<file path="config.mk">
export PLATFORM = sky130hd
export DESIGN_NAME = regfile_wb_arbiter
export DESIGN_NICKNAME = d
export VERILOG_FILES = /design/src/rtl/regfile_pkg.sv /design/src/rtl/rr_arbiter2.sv /design/src/rtl/regfile_wb_arbiter.sv
export SDC_FILE = /design/constraint.sdc
export NUM_CORES = 1
export LEC_CHECK = 0
export BUFFER_PORTS_ARGS = -buffer_cell sky130_fd_sc_hd__buf_2
export CELL_PAD_IN_SITES_DETAIL_PLACEMENT = 0
export CELL_PAD_IN_SITES_GLOBAL_PLACEMENT = 1
export CORE_MARGIN = 2
export CORE_UTILIZATION = 33
export DETAILED_ROUTE_END_ITERATION = 16
export PLACE_DENSITY = 0.86
export REMOVE_ABC_BUFFERS = 1
export SYNTH_ARGS = -nofsm -noshare
export SYNTH_HDL_FRONTEND = slang
export SYNTH_SLANG_ARGS = --single-unit
</file>
<file path="constraint.sdc">
create_clock -name Clk -period 3 [get_ports Clk]
set_input_delay 0.6 -clock Clk [delete_from_list [all_inputs] [get_ports Clk]]
set_output_delay 0.6 -clock Clk [all_outputs]
set_load 0.005 [all_outputs]
</file>
<file path="src/rtl/regfile_pkg.sv">
// Shared types and constants for the register-file writeback arbiter.
// No logic, so no latency or backpressure of its own.
package regfile_pkg;

    localparam int DW_DEF = 64;
    localparam int AW_DEF = 5;

    localparam logic [4:0] XZR = 5'd31;

    typedef enum logic {
        REQ_ALU = 1'b0,
        REQ_MEM = 1'b1
    } req_id_e;

    localparam int PRIO_RR    = 0;
    localparam int PRIO_FIXED = 1;

endpackage

</file>
<file path="src/rtl/rr_arbiter2.sv">
// Two-input grant logic with a last-winner pointer: round-robin or fixed (requester 1 wins).
// Grants are combinational from the requests; Reset or Hold forces both grants low.
module rr_arbiter2
    import regfile_pkg::*;
#(
    parameter int PRIO_MODE = PRIO_RR
) (
    input  logic clk_i,
    input  logic rst_i,
    input  logic hold_i,
    input  logic req0_i,
    input  logic req1_i,
    output logic gnt0_o,
    output logic gnt1_o
);

    req_id_e last_q, last_d;

    always_comb begin
        gnt0_o = 1'b0;
        gnt1_o = 1'b0;
        last_d = last_q;
        if (!rst_i && !hold_i) begin
            if (req0_i && req1_i) begin
                // On a tie the requester that did not win last time goes next.
                if (PRIO_MODE == PRIO_FIXED || last_q == REQ_ALU) begin
                    gnt1_o = 1'b1;
                end else begin
                    gnt0_o = 1'b1;
                end
            end else begin
                gnt0_o = req0_i;
                gnt1_o = req1_i;
            end
        end
        if (gnt0_o) begin
            last_d = REQ_ALU;
        end else if (gnt1_o) begin
            last_d = REQ_MEM;
        end
    end

    always_ff @(posedge clk_i) begin
        if (rst_i) begin
            last_q <= REQ_MEM;
        end else begin
            last_q <= last_d;
        end
    end

endmodule

</file>
<file path="src/rtl/regfile_wb_arbiter.sv">
// Arbitrates ALU and load writebacks onto the register file's single write port.
// Winner is staged one cycle (valid edge N..N+1); losers wait with Valid held, Hold stalls both.
module regfile_wb_arbiter
    import regfile_pkg::*;
#(
    parameter int DW        = DW_DEF,
    parameter int AW        = AW_DEF,
    parameter int PRIO_MODE = PRIO_RR
) (
    input  logic          Clk,
    input  logic          Reset,
    input  logic          Hold,
    input  logic          AluValid,
    input  logic [AW-1:0] AluRW,
    input  logic [DW-1:0] AluData,
    output logic          AluReady,
    input  logic          MemValid,
    input  logic [AW-1:0] MemRW,
    input  logic [DW-1:0] MemData,
    output logic          MemReady,
    output logic [AW-1:0] RW,
    output logic [DW-1:0] BusW,
    output logic          RegWr,
    input  logic [AW-1:0] RA,
    input  logic [AW-1:0] RB,
    output logic          FwdA,
    output logic          FwdB
);

    localparam logic [AW-1:0] XZR_A = AW'(XZR);

    logic          alu_gnt, mem_gnt;
    logic          regwr_q, regwr_d;
    logic [AW-1:0] rw_q, rw_d;
    logic [DW-1:0] busw_q, busw_d;

    rr_arbiter2 #(
        .PRIO_MODE(PRIO_MODE)
    ) u_arb (
        .clk_i (Clk),
        .rst_i (Reset),
        .hold_i(Hold),
        .req0_i(AluValid),
        .req1_i(MemValid),
        .gnt0_o(alu_gnt),
        .gnt1_o(mem_gnt)
    );

    assign AluReady = alu_gnt;
    assign MemReady = mem_gnt;

    always_comb begin
        regwr_d = 1'b0;
        rw_d    = rw_q;
        busw_d  = busw_q;
        // Writes to XZR are consumed but never reach the register file.
        if (mem_gnt) begin
            rw_d    = MemRW;
            busw_d  = MemData;
            regwr_d = (MemRW != XZR_A);
        end else if (alu_gnt) begin
            rw_d    = AluRW;
            busw_d  = AluData;
            regwr_d = (AluRW != XZR_A);
        end
    end

    always_ff @(posedge Clk) begin
        if (Reset) begin
            regwr_q <= 1'b0;
            rw_q    <= XZR_A;
            busw_q  <= '0;
        end else begin
            regwr_q <= regwr_d;
            rw_q    <= rw_d;
            busw_q  <= busw_d;
        end
    end

    assign RegWr = regwr_q;
    assign RW    = rw_q;
    assign BusW  = busw_q;

    assign FwdA = regwr_q && (RA == rw_q) && (RA != XZR_A);
    assign FwdB = regwr_q && (RB == rw_q) && (RB != XZR_A);

endmodule

</file>
==> flow_summary.ini <==
[timing]
rsz0062_at_grt = no
setup_viol = 0
skew_ns = 0.00352
worst_pin_slew_ns = 0.792
fin_tns_setup_ns = 0
slew_viol_final = 0
fin_hold_ws_ns = 0.515
finalHoldViolations = 0
setup_slack_ns = 0.784
fin_crit_sh = 0.739
max_freq_mhz = 451
finalCriticalPeriod_ns = 2.22
maxSlewHeadroom = 0.472

[synthesis]
synth_ff_type = dfxtp_1
synth_top_area_frac = 0.379
synth.most_common_cell = nor3_1
synth.distinct_cells = 31
async_flop_share = 0
synth_top_cells_by_area = dfxtp_1 38%, nor3_1 17%, a2111oi_1 13%
avgSynthCellArea_um2 = 8.63
synthesis.area_um2 = 3750
synth_top_area_cell = dfxtp_1
ys_top_cells_by_count = 128 x nor3_1, 71 x dfxtp_1, 64 x a21oi_1
ys_warn_count = 0
synth_cells = 435
synth_seq_cells = 71
synth_edf_count = 0
seq_area_frac_synth = 0.379

[power]
power.switching_mw = 0.685
power.internal_mw = 1.81
power-per-cell-area_nw_per_um2 = 486
pwr-share-seq = 0.420
combPwrFrac = 0.192
p_leak_nw = 2.10
clkPwrFrac = 0.387
ir_drop_mv = 0.249
swShare = 0.275

[clocking]
cts-root-buf = clkbuf_16
cts.sinks = 71
cts.clk_slew.worst_paths_ns = 0.06
cts_resized = 0
insertion_delay_ns = 0.33
cts_buffers = 9
postCtsHoldBufs = 0
cts_tree = built
clockBufferDepth = 2
cts_setup_buffers = 0
htreeDepth = 3

[drt]
wire_per_inst_um = 18.0
dr_total_vias = 4406
wl_mm = 13.9
vias_per_cell = 5.70
drt_iter0_drc = 251
dr.pass1.iters = 4
drc = 0
antenna_left = 0

[global_routing]
overflow = 0
grt_pass1_vias = 4296
grt_pass1_wl_mm = 22.4
track_usage = 0.219
antenna_found_initial = 1
grt_start_max_net_pins = 65

[die]
rows = 38
chipHeight_um = 111
core-area_um2 = 11000
die_x_um = 111
pin_count = 227
start_util = 0.342
fp.dieArea_um2 = 12200

[layout]
area_growth_pct = 36.6
final_core_util = 0.467
post_layout_nonfiller_instances = 773
multi_input_area_um2 = 2010
regArea_um2 = 1420
drive_above_1_share = 0.427
fill_cells = 1092
fin_nets = 781

[setup_path]
start_kind = input port
cp.arrival_ns = 1.62
critPathMaxFanout = 19
endpoint_kind = primary output
rrSetupSlack_ns = 1.39
crit-reg2reg-launch = u_arb.last_q
cp.required_ns = 2.40
reg2regPathDepth = 4
reg2reg_to = BusW[44]
criticalPathCategory = input port to primary output

[worst_hold_path]
holdPathStages = 2
holdPathEnd = RW[3]
hp-start = MemRW[3]
hold_class = input port to flop

[placed_design]
portBuffers = 226
dp_slack_ns = 0.685
placedCellCount = 757
dp_hpwl_mm = 9.34
place.gp.congestion = 0.836

[flow_run]
cap_violations = 0

[outcome]
outcome = finished clean
## critical path, cell delays in order
cell	delay [ns]
buf_2	0.15
nor2_4	0.09
buf_4	0.26
and3_1	0.34
buf_2	0.16
## registers in the layout, summed over array words and instances, names as in the netlist
| signal | count |
|---|---|
| RegWr | 1 |
| RW | 5 |
| BusW | 64 |
| u_arb.last_q | 1 |
## metrics by stage
step	area [um2]	power, mW
floorplan	3440	1.28
global placement	4870	1.54
detailed placement	4870	1.55
CTS	5130	2.51
global route	5130	2.60
finish	5130	2.49
## cell type report
cell class | instances | share of cell area
Inverter | 2 | 0.00146
Antenna cell | 1 | 0.000488
Clock inverter | 1 | 0.000976
Timing Repair Buffer | 239 | 0.244
Sequential cell | 71 | 0.277
Clock buffer | 14 | 0.0495
Tap cell | 140 | 0.0342
Multi-Input combinational cell | 305 | 0.392
## cell usage in the layout (no fill, tap or decap), drive strengths merged
| cell | count |
|---|---|
| a2111oi | 64 |
| o21ai | 1 |
| nand2 | 3 |
| nand2b | 2 |
| nor3 | 128 |
| a21oi | 64 |
| diode | 1 |
| clkbuf | 14 |
| a41oi | 1 |
| a211oi | 3 |
| buf | 239 |
| or2 | 4 |
| clkinv | 1 |
| dfxtp | 71 |
| a221o | 4 |
| o21bai | 1 |
| xnor2 | 8 |
| a22o | 1 |
| inv | 2 |
| nand4 | 2 |
| and3 | 3 |
| nor2 | 3 |
| nand3 | 7 |
| a21o | 4 |
| a211o | 2 |
## how the worst max path moves through the flow
stage | cells past startpoint | to | from | slack [ns]
3_5_place_dp | 6 | BusW[19] | Reset | 0.69
3_3_place_gp | 6 | BusW[10] | Reset | 0.74
5_1_grt | 5 | AluReady | Hold | 0.73
4_1_cts | 5 | AluReady | Hold | 0.81
2_1_floorplan | 3 | MemReady | Reset | -0.41
6_report | 5 | AluReady | Hold | 0.78
## logic make-up (layout without fill, tap and decap cells)
logic type	count (synthesis)	in the layout	synth area share
simple gates	152	152	0.210
xor+xnor	8	8	0.0187
other cells	0	1	0
compound gates	145	145	0.307
flops	71	71	0.379
buf+inv	59	256	0.0866
## power by group through the flow
| stage | Combinational (mW) | Clock (mW) | Sequential (mW) |
|---|---|---|---|
| after floorplan | 0.206 | 0 | 1.07 |
| final | 0.479 | 0.965 | 1.05 |
| after CTS | 0.482 | 0.982 | 1.05 |
| after detailed placement | 0.481 | 0 | 1.07 |
| after global placement | 0.473 | 0 | 1.06 |
| after global routing | 0.528 | 1.02 | 1.05 |
## per-layer routing
layer | share of wire | track usage | vias up | wire (um)
met2 | 0.46 | 0.360 | 200 | 6410
met5 | 0 | 0 | - | 0
met1 | 0.44 | 0.282 | 2100 | 6170
li1 | - | - | 2084 | -
met4 | 0.023 | 0.0850 | 0 | 319
met3 | 0.074 | 0.0459 | 22 | 1030
(Power assumes the default switching activity.)
